## src/rtl/viexo_video_pkg.sv

```systemverilog
// viexo_video_pkg: shared types, 640x480@60 timing defaults and helpers for the viexo video timing block
package viexo_video_pkg;

  typedef enum logic {IDLE, RUN} state_e;

  typedef struct packed {
    logic [7:0] r;
    logic [7:0] g;
    logic [7:0] b;
  } pixel_t;

  typedef logic [11:0] cnt_t;

  localparam int TMDS_SYMBOL_CLKS = 10;

  localparam int H_ACTIVE_DEF = 640;
  localparam int H_FRONT_DEF  = 16;
  localparam int H_SYNC_DEF   = 96;
  localparam int H_BACK_DEF   = 48;
  localparam int V_ACTIVE_DEF = 480;
  localparam int V_FRONT_DEF  = 10;
  localparam int V_SYNC_DEF   = 2;
  localparam int V_BACK_DEF   = 33;
  localparam bit HSYNC_POL_DEF = 1'b0;
  localparam bit VSYNC_POL_DEF = 1'b0;

  // Line level for a sync signal given whether it is asserted and its asserted polarity.
  function automatic logic sync_level(input logic asserted, input logic pol);
    return asserted ? pol : ~pol;
  endfunction

endpackage

```

## src/rtl/viexo_symbol_strobe.sv

```systemverilog
// viexo_symbol_strobe: mod-10 phase counter aligned to the TMDS lanes' load phase, strobes on phase 9
module viexo_symbol_strobe
  import viexo_video_pkg::*;
(
  input  logic clk_i,
  input  logic rst_ni,
  output logic sym_stb_o
);

  localparam logic [3:0] PH_LAST = 4'(TMDS_SYMBOL_CLKS - 1);

  logic [3:0] phase_q, phase_d;

  assign sym_stb_o = phase_q == PH_LAST;

  // Free-running phase, wraps 9 -> 0.
  always_comb phase_d = sym_stb_o ? 4'd0 : phase_q + 4'd1;

  // Phase register, zero from reset so phase 0 matches lane one-hot bit 0.
  always_ff @(posedge clk_i or negedge rst_ni)
    if (!rst_ni) phase_q <= 4'd0;
    else         phase_q <= phase_d;

endmodule

```

## src/rtl/viexo_video_timing.sv

```systemverilog
// viexo_video_timing: raster timing and pixel scheduling for three TMDS lanes, one symbol per 10 bit clocks
module viexo_video_timing
  import viexo_video_pkg::*;
#(
  parameter int H_ACTIVE  = H_ACTIVE_DEF,
  parameter int H_FRONT   = H_FRONT_DEF,
  parameter int H_SYNC    = H_SYNC_DEF,
  parameter int H_BACK    = H_BACK_DEF,
  parameter int V_ACTIVE  = V_ACTIVE_DEF,
  parameter int V_FRONT   = V_FRONT_DEF,
  parameter int V_SYNC    = V_SYNC_DEF,
  parameter int V_BACK    = V_BACK_DEF,
  parameter bit HSYNC_POL = HSYNC_POL_DEF,
  parameter bit VSYNC_POL = VSYNC_POL_DEF
) (
  input  logic        aclk,
  input  logic        aresetn,
  input  logic        enable,
  input  logic [23:0] s_pixel_tdata,
  input  logic        s_pixel_tvalid,
  output logic        s_pixel_tready,
  input  logic        underflow_clr,
  output logic        de,
  output logic [1:0]  c_b,
  output logic [7:0]  d_r,
  output logic [7:0]  d_g,
  output logic [7:0]  d_b,
  output logic        frame_start,
  output logic        underflow
);

  localparam cnt_t H_ACT   = cnt_t'(H_ACTIVE);
  localparam cnt_t V_ACT   = cnt_t'(V_ACTIVE);
  localparam cnt_t HS_BEG  = cnt_t'(H_ACTIVE + H_FRONT);
  localparam cnt_t HS_END  = cnt_t'(H_ACTIVE + H_FRONT + H_SYNC);
  localparam cnt_t VS_BEG  = cnt_t'(V_ACTIVE + V_FRONT);
  localparam cnt_t VS_END  = cnt_t'(V_ACTIVE + V_FRONT + V_SYNC);
  localparam cnt_t H_LAST  = cnt_t'(H_ACTIVE + H_FRONT + H_SYNC + H_BACK - 1);
  localparam cnt_t V_LAST  = cnt_t'(V_ACTIVE + V_FRONT + V_SYNC + V_BACK - 1);
  localparam logic [1:0] CB_IDLE = {~VSYNC_POL, ~HSYNC_POL};

  state_e     state_q, state_d;
  cnt_t       h_q, h_d, v_q, v_d;
  logic       de_q, de_d;
  logic [1:0] cb_q, cb_d;
  pixel_t     pix_q, pix_d;
  logic       fs_q, fs_d;
  logic       uf_q, uf_d;
  logic       sym_stb, issue, active, hs_act, vs_act, at_origin, h_last, v_last, take;

  viexo_symbol_strobe u_stb (
    .clk_i     (aclk),
    .rst_ni    (aresetn),
    .sym_stb_o (sym_stb)
  );

  // Decode the pending symbol (h_q, v_q) and compute next state for every register.
  always_comb begin
    at_origin = h_q == '0 && v_q == '0;
    issue     = sym_stb && (state_q == IDLE ? enable : (enable || !at_origin));
    active    = h_q < H_ACT && v_q < V_ACT;
    hs_act    = h_q >= HS_BEG && h_q < HS_END;
    vs_act    = v_q >= VS_BEG && v_q < VS_END;
    h_last    = h_q == H_LAST;
    v_last    = v_q == V_LAST;
    take      = issue && active;
    state_d   = sym_stb ? (issue ? RUN : IDLE) : state_q;
    h_d       = issue ? (h_last ? '0 : h_q + cnt_t'(1)) : h_q;
    v_d       = (issue && h_last) ? (v_last ? '0 : v_q + cnt_t'(1)) : v_q;
    de_d      = sym_stb ? take : de_q;
    cb_d      = sym_stb ? (issue ? {sync_level(vs_act, VSYNC_POL), sync_level(hs_act, HSYNC_POL)} : CB_IDLE) : cb_q;
    pix_d     = sym_stb ? ((take && s_pixel_tvalid) ? pixel_t'(s_pixel_tdata) : '0) : pix_q;
    fs_d      = issue && at_origin;
    uf_d      = (take && !s_pixel_tvalid) || (uf_q && !underflow_clr);
  end

  // Accept strobe is live only during the phase-9 clock of an active symbol, so the
  // pixel is captured on the same edge that loads it into the lanes.
  assign s_pixel_tready = take;

  // FSM, raster counters and registered lane outputs.
  always_ff @(posedge aclk or negedge aresetn)
    if (!aresetn) begin
      state_q <= IDLE;
      h_q     <= '0;
      v_q     <= '0;
      de_q    <= 1'b0;
      cb_q    <= CB_IDLE;
      pix_q   <= '0;
      fs_q    <= 1'b0;
      uf_q    <= 1'b0;
    end else begin
      state_q <= state_d;
      h_q     <= h_d;
      v_q     <= v_d;
      de_q    <= de_d;
      cb_q    <= cb_d;
      pix_q   <= pix_d;
      fs_q    <= fs_d;
      uf_q    <= uf_d;
    end

  assign de          = de_q;
  assign c_b         = cb_q;
  assign d_r         = pix_q.r;
  assign d_g         = pix_q.g;
  assign d_b         = pix_q.b;
  assign frame_start = fs_q;
  assign underflow   = uf_q;

endmodule
```

## config.mk

```make
export PLATFORM = sky130hd
export DESIGN_NAME = viexo_video_timing
export DESIGN_NICKNAME = d
export VERILOG_FILES = /design/src/rtl/viexo_video_pkg.sv /design/src/rtl/viexo_symbol_strobe.sv /design/src/rtl/viexo_video_timing.sv
export SDC_FILE = /design/constraint.sdc
export NUM_CORES = 1
export LEC_CHECK = 0
export ABC_AREA = 1
export ABC_CLOCK_PERIOD_IN_PS = 2000
export CELL_PAD_IN_SITES_DETAIL_PLACEMENT = 1
export CELL_PAD_IN_SITES_GLOBAL_PLACEMENT = 1
export CORE_MARGIN = 5
export CORE_UTILIZATION = 38
export DETAILED_ROUTE_END_ITERATION = 8
export GPL_TIMING_DRIVEN = 1
export PLACE_DENSITY = 0.84
export SYNTH_ARGS = -nofsm -noshare
export SYNTH_HDL_FRONTEND = slang
export SYNTH_HIERARCHICAL = 1
export SYNTH_SLANG_ARGS = --single-unit
```

## constraint.sdc

```tcl
create_clock -name aclk -period 2 [get_ports aclk]
set_clock_uncertainty 0.2 [all_clocks]
set_input_delay 0.4 -clock aclk [delete_from_list [all_inputs] [get_ports aclk]]
set_output_delay 0.4 -clock aclk [all_outputs]
set_load 0.02 [all_outputs]
```

==> results of run 1 <==
==> metal layers <==
metal / part of all wire / track usage / wire length, µm
met4: 0.072 / 0.1830 / 1046
met2: 0.53 / 0.4834 / 7671
met1: 0.36 / 0.2735 / 5132
met3: 0.042 / 0.06405 / 602
met5: 0 / 0 / 0
==> cells in the final DEF (no fill, tap or decap), drive strengths merged <==
master,Yosys,routed
a21oi,1,1
and3,1,1
buf,8,75
bufinv,0,1
clkbuf,3,13
clkdlybuf4s50,0,50
clkinvlp,0,2
dfrtp,56,56
dfstp,2,2
dlygate4sd2,0,3
dlygate4sd3,0,1
dlymetal6s2s,0,3
ha,4,4
inv,89,89
nand2,90,90
nand3,16,16
nand4,6,9
nor2,58,58
nor3,10,10
nor4,2,2
o21ai,15,15
o21bai,25,25
xnor2,2,2
xor2,17,17
==> where the power goes <==
| part | internal (mW) | switching [mW] | total (mW) | leakage [nW] |
|---|---|---|---|---|
| clock network | 0.712 | 0.555 | 1.27 | 0.108 |
| registers | 1.23 | 0.0377 | 1.26 | 0.763 |
| logic | 0.289 | 0.381 | 0.670 | 1.51 |
| total | 2.23 | 0.974 | 3.20 | 2.38 |
==> worst max-delay path by stage <==
stage | end | cells past startpoint | slack, ns | startpoint
after floorplan | s_pixel_tready | 11 | 0.01 | v_q[0]
after global placement | s_pixel_tready | 6 | -0.45 | enable
after detailed placement | s_pixel_tready | 12 | -0.56 | v_q[0]
after CTS | s_pixel_tready | 12 | -0.41 | v_q[0]
after global routing | v_q[1] | 16 | -0.58 | h_q[1]
final | v_q[1] | 16 | -0.53 | h_q[1]
==> registers in the layout, indices dropped and copies added (netlist names) <==
register	cells
h_q	12
v_q	12
d_b	8
d_g	8
d_r	8
u_stb/phase_q	4
c_b	2
de	1
frame_start	1
state_q	1
underflow	1
==> metrics by stage <==
| step | hold slack [ns] | area, µm² | setup WS, ns |
|---|---|---|---|
| finish | 0.3165 | 4811 | -0.5260 |
| global placement | 0.2000 | 4335 | -0.4489 |
| floorplan | -0.09559 | 3202 | 0.01028 |
| CTS | 0.3124 | 4713 | -0.4132 |
| global route | 0.3441 | 4811 | -0.5779 |
| detailed placement | 0.2097 | 4335 | -0.5558 |
==> cell families after synthesis <==
family / after synthesis
AOI/OAI and AO/OA: 41
xor gates and xnor gates: 19
adders and majority gates: 4
buffers and inverters: 100
DFF: 58
and+or+nand+nor: 183
==> worst max-delay path: cells and delay by family, from the launching register on <==
family / cells / cell delay [ns]
simple gates: 11 / 1.16
buf+inv: 4 / 0.45
flops: 1 / 0.40
fa+ha+maj: 1 / 0.14
==> repair_timing <==
| item | in CTS | in global routing |
|---|---|---|
| setup buffers | 6 | 4 |
| hold buffers | 1 | 0 |
| setup endpoints to repair | 56 | 58 |
| pin swaps | 7 | 10 |
| cloned | 3 | 0 |
| gates resized for setup | 24 | 25 |
| endpoints found under the hold margin | 56 | 0 |
==> layout make-up <==
type / instances / area, µm² / share of cell area
clock buffers: 13 / 178.9 / 0.03719
clock inverters: 3 / 45.04 / 0.009363
inverters: 89 / 339.1 / 0.07048
multi-input cells: 250 / 1495 / 0.3108
flip-flops and latches: 58 / 1454 / 0.3022
well taps: 105 / 131.4 / 0.02731
repair buffers: 132 / 1167 / 0.2427
==> results.sh, run 1 <==
export IMPL_clockBufferDepth=2
export IMPL_io_buffers=58
export IMPL_slowest_delay_ns=0.40
export IMPL_finalSetupViolCount=51
export IMPL_nets=573
export IMPL_synthCells=405
export IMPL_synth_top_family_by_area="simple AND/OR/NAND/NOR gates"
export IMPL_drtAntennaViolNets=0
export IMPL_path_cells="inv_2 -> ha_4 -> nand2_2 -> nor2_2 -> nand2_2 -> nor2_4 -> nand2_4 -> nand2_4 -> buf_4 -> buf_4 -> nand2_2 -> nand2_4 -> nor2_4 -> buf_12 -> nand2_1 -> nand2_1"
export IMPL_synth_enable_flop_cells=0
export IMPL_worstPathRequired_ns=2.02
export IMPL_instances_no_fill=650
export IMPL_yosys_area_share_adder=0.01563
export IMPL_cts_reportedPaths_clkPinSlew_ns=0.08
export IMPL_fin_crit_sh=1.263
export IMPL_synth_seq_area_share=0.4541
export IMPL_synth_mux_area_frac=0
export IMPL_drt_iter0_markers=185
export IMPL_antenna_found_initial=0
export IMPL_status="finished with violations"
export IMPL_synth_top_cells_by_count="nand2_1 (83), inv_1 (81), dfrtp_1 (56)"
export IMPL_numCtsBuffers=9
export IMPL_synth_ff_latch_count=58
export IMPL_synth_area_per_cell_um2=7.906
export IMPL_setup_slack_ns=-0.5260
export IMPL_drc=0
export IMPL_dp_hpwl_um=8124
export IMPL_dieArea_mm2=0.01036
export IMPL_relSlewSlack=0.6385
export IMPL_regToRegEndpoint="v_q[1]"
export IMPL_area_delta_synth_final_pct=50.25
export IMPL_grt_first_pass_wirelength_um=20510
export IMPL_finalPower_mw=3.200
export IMPL_netlist_area_mm2=0.003202
export IMPL_worstReg2RegStart="h_q[1]"
export IMPL_n_fill_cell=979
export IMPL_synth_xor_area_frac=0.05197
export IMPL_synth_main_ff_cell="dfrtp_1"
export IMPL_p_per_area_mw_per_mm2=665.2
export IMPL_htreeDepth=3
export IMPL_end_kind="flip-flop"
export IMPL_synth_compound_area_frac=0.08949
export IMPL_hold_violations=0
export IMPL_path_class="reg2reg"
export IMPL_ys_top_cells_by_area="dfrtp_1 (44%), nand2_1 (9.7%), inv_1 (9.5%), nor2_1 (6.0%), o21bai_1 (5.4%)"
export IMPL_avgViaCountPerCell=5.215
export IMPL_grt_max_degree=40
export IMPL_wl_per_cell_um=22.24
export IMPL_diodes=0
export IMPL_max_freq_ghz=0.3959
export IMPL_synth_cell_types=31
export IMPL_root_buffer="clkbuf_8"
export IMPL_grt_pass1_vias=3916
export IMPL_cap_violations=0
export IMPL_synth_top_area_cell="dfrtp_1"
export IMPL_min_from="v_q[10]"
export IMPL_cp_start_kind="flip-flop"
export IMPL_io_pins=59
export IMPL_synthSimpleGateAreaFrac=0.2575
export IMPL_post_route_util=0.5855
export IMPL_die_width_um=101.8
export IMPL_cts_tree="yes"
export IMPL_min_path_type="reg2reg"
export IMPL_power_leakage_nw=2.377
export IMPL_overflow=0
export IMPL_finalSetupTns_ns=-15.23
export IMPL_dp_cells=622
export IMPL_reg2reg_slack_ns=-0.53
export IMPL_rows=33
export IMPL_syn_nets=438
export IMPL_layout_drive_gt1_share=0.2679
export IMPL_critical_path_max_fanout=12
export IMPL_clk_latency_ns=0.37
export IMPL_drt_total_wl_um=14450
export IMPL_report_final_slew_viol_count=0
export IMPL_period_needed_ns=2.526
export IMPL_dr_total_vias=3390
export IMPL_grt_total_usage=0.2689
export IMPL_crit_path_top_delay_cell="dfrtp_1"
export IMPL_arrival_ns=2.54
export IMPL_yosysMostFrequentCell="nand2_1"
export IMPL_min_path_cells=2
export IMPL_tightest_slew_ns=0.5405
export IMPL_yosys_area_top_type_share=0.4377
export IMPL_r2r_cells=16
export IMPL_violations="negative setup slack"
export IMPL_gp_congestion=0.8344
export IMPL_core_area_mm2=0.008217
export IMPL_fp_dieH_um=101.8
export IMPL_rsz0062_at_grt="yes"
export IMPL_whs_endpoint="v_q[10]"
export IMPL_ir_worst_vdd_mv=0.3651
export IMPL_clock_sinks=58
export IMPL_first_pass_iters=4
export IMPL_synthArstFlopShare=1.000
export IMPL_initial_core_util=0.3897
export IMPL_yosys_warnings=6
Note: power is estimated with default switching activity, not from simulation.
==> run 2, diff against run 1 <==
--- a/config.mk
+++ b/config.mk
@@ -9,10 +9,10 @@
 export ABC_CLOCK_PERIOD_IN_PS = 2000
 export CELL_PAD_IN_SITES_DETAIL_PLACEMENT = 1
 export CELL_PAD_IN_SITES_GLOBAL_PLACEMENT = 1
-export CORE_MARGIN = 5
 export CORE_UTILIZATION = 38
 export DETAILED_ROUTE_END_ITERATION = 8
 export GPL_TIMING_DRIVEN = 1
+export MAX_ROUTING_LAYER = met4
 export PLACE_DENSITY = 0.84
 export SYNTH_ARGS = -nofsm -noshare
 export SYNTH_HDL_FRONTEND = slang
==> run 2 against run 1 <==
Against the previous run:
- the run still ends with negative setup slack left
- clock power hardly changed
- wire length is 18% lower
- power is 1.3% lower
- critical path depth is 4 lower
- hold slack worse by 0.012 ns
- die area is 15% lower
- non-clock buffer count is 3 lower
==> results.sh, run 2 (synthesized netlist as in run 1, its figures left out) <==
export IMPL_drt_total_wl_um=11860
export IMPL_switching_share=0.2998
export IMPL_cp_start_kind="flip-flop"
export IMPL_finalSetupTns_ns=-11.56
export IMPL_io_buffers=58
export IMPL_final_common_cell="nand2_1"
export IMPL_switchingPower_mw=0.9465
export IMPL_hold_violations=0
export IMPL_place_area_mm2=0.004305
export IMPL_grt_pass1_vias=3661
export IMPL_nets=570
export IMPL_worstReg2RegStart="v_q[0]"
export IMPL_startpoint="v_q[0]"
export IMPL_cp_endpoint="s_pixel_tready"
export IMPL_min_path_type="reg2reg"
export IMPL_grt_total_usage=0.2932
export IMPL_antenna_found_initial=0
export IMPL_htreeDepth=3
export IMPL_path_class="reg2out"
export IMPL_clk_latency_ns=0.36
export IMPL_layout_drive_gt1_share=0.2657
export IMPL_wl_per_cell_um=18.33
export IMPL_final_area_mm2=0.004768
export IMPL_power_leakage_nw=2.367
export IMPL_core_area_mm2=0.008175
export IMPL_root_buffer="clkbuf_8"
export IMPL_gp_congestion=0.8634
export IMPL_grt_max_degree=59
export IMPL_fin_crit_sh=1.217
export IMPL_n_fill_cell=994
export IMPL_fp_dieH_um=93.79
export IMPL_avgViaCountPerCell=5.023
export IMPL_cp_common_cell="inv_2"
export IMPL_finalPower_mw=3.157
export IMPL_drt_iter0_markers=136
export IMPL_diodes=0
export IMPL_intPower_mw=2.211
export IMPL_worstPathRequired_ns=1.40
export IMPL_end_kind="output port"
export IMPL_drc=0
export IMPL_seqPwrFrac=0.399
export IMPL_status="finished with violations"
export IMPL_area_delta_synth_final_pct=48.93
export IMPL_arrival_ns=1.83
export IMPL_p_per_area_mw_per_mm2=662.2
export IMPL_finalSetupViolCount=46
export IMPL_tightest_slew_ns=0.5476
export IMPL_initial_core_util=0.3916
export IMPL_power_frac_clock=0.407
export IMPL_slowest_delay_ns=0.40
export IMPL_cap_violations=0
export IMPL_critical_path_max_fanout=2
export IMPL_dieArea_mm2=0.008797
export IMPL_regToRegEndpoint="h_q[3]"
export IMPL_overflow=0
export IMPL_reg2reg_slack_ns=-0.36
export IMPL_rsz0062_at_grt="yes"
export IMPL_path_cells="inv_2 -> ha_4 -> inv_2 -> nor2_4 -> nand3_2 -> nor2_2 -> nand2_2 -> nand2_4 -> a21oi_4 -> nand2_2 -> inv_2 -> buf_6"
export IMPL_dp_hpwl_um=7037
export IMPL_crit_path_top_delay_cell="dfrtp_1"
export IMPL_reg_top3="h_q: 12 flops, v_q: 12 flops"
export IMPL_setup_slack_ns=-0.4333
export IMPL_report_final_slew_viol_count=0
export IMPL_period_needed_ns=2.433
export IMPL_rows=33
export IMPL_clockBufferDepth=2
export IMPL_dr_total_vias=3250
export IMPL_die_width_um=93.79
export IMPL_grt_first_pass_wirelength_um=18680
export IMPL_layout_common_cells="nand2_1 (77), inv_1 (74), buf_4 (68)"
export IMPL_p_comb_frac=0.194
export IMPL_violations="negative setup slack"
export IMPL_r2r_cells=15
export IMPL_numCtsBuffers=9
export IMPL_max_freq_ghz=0.4110
export IMPL_first_pass_iters=4
export IMPL_relSlewSlack=0.6338
export IMPL_clock_sinks=58
export IMPL_ir_worst_vdd_mv=0.4603
export IMPL_cts_tree="yes"
export IMPL_io_pins=59
export IMPL_drtAntennaViolNets=0
export IMPL_cts_reportedPaths_clkPinSlew_ns=0.08
==> run 2: area by class of cell <==
class,instances,area [µm²],share of cell area
Clock buffer,9,123.9,0.02598
Tap cell,105,131.4,0.02755
Timing Repair Buffer,129,1142,0.2396
Sequential cell,58,1454,0.3049
Clock inverter,7,102.6,0.02152
Multi-Input combinational cell,250,1480,0.3104
Inverter,89,334.1,0.07006
==> run 2: critical path, delay by kind of cell (launching register included) <==
kind,cells,cell delay (ns)
buffers and inverters,4,0.29
AOI/OAI and AO/OA,1,0.06
DFF,1,0.40
adders and majority gates,1,0.15
and+or+nand+nor,6,0.56
==> run 2: power by group through the flow <==
stage / clock (mW) / sequential (mW) / combinational (mW)
after floorplan: 0 / 1.32 / 0.199
after global placement: 0 / 1.27 / 0.488
after detailed placement: 0 / 1.28 / 0.511
after CTS: 1.29 / 1.26 / 0.592
after global routing: 1.34 / 1.26 / 0.663
final: 1.29 / 1.26 / 0.612
==> run 2: how the worst min path moves through the flow <==
stage / cells after the start / slack (ns) / to / start
after floorplan: 0 / -0.1 / d_b[0] / aresetn
after global placement: 2 / 0.23 / d_r[1] / aresetn
after detailed placement: 2 / 0.24 / d_r[1] / aresetn
after CTS: 2 / 0.31 / de / de
after global routing: 2 / 0.33 / de / de
final: 2 / 0.30 / v_q[10] / v_q[10]
==> run 2: per-stage QoR <==
step / cells / hold WS (ns) / utilization / setup WS, ns
after floorplan: 405 / -0.09559 / - / 0.01028
after global placement: 618 / 0.2312 / 0.5266 / -0.4372
after detailed placement: 618 / 0.2441 / 0.5266 / -0.5057
after CTS: 644 / 0.3118 / 0.5738 / -0.3989
after global routing: 647 / 0.3346 / 0.5833 / -0.5264
final: 647 / 0.3041 / 0.5833 / -0.4333
==> run 2: repair_timing <==
| item | in CTS | in global routing |
|---|---|---|
| buffers inserted | 6 | 5 |
| cloned | 3 | 0 |
| hold buffers | 1 | 0 |
| setup endpoints to repair | 45 | 58 |
| hold endpoints to repair | 56 | 0 |
| pin swaps | 12 | 8 |
| resized for setup | 26 | 19 |
==> run 2: per-layer routing <==
layer  up-vias  wire length [µm]  global-route usage
li1       1487                 -                   -
met1      1644              4474              0.3040
met2        77              6504              0.5158
met3        42               371             0.07039
met4         0               512              0.1500
met5         -                 0                   -
==> run 3, diff against run 2 <==
--- a/config.mk
+++ b/config.mk
@@ -11,6 +11,7 @@
 export CELL_PAD_IN_SITES_GLOBAL_PLACEMENT = 1
 export CORE_UTILIZATION = 38
 export DETAILED_ROUTE_END_ITERATION = 8
+export GPL_ROUTABILITY_DRIVEN = 0
 export GPL_TIMING_DRIVEN = 1
 export MAX_ROUTING_LAYER = met4
 export PLACE_DENSITY = 0.84
==> results of run 3 <==
Same layout as run 2: the final DEF is identical, and so are final timing and power.
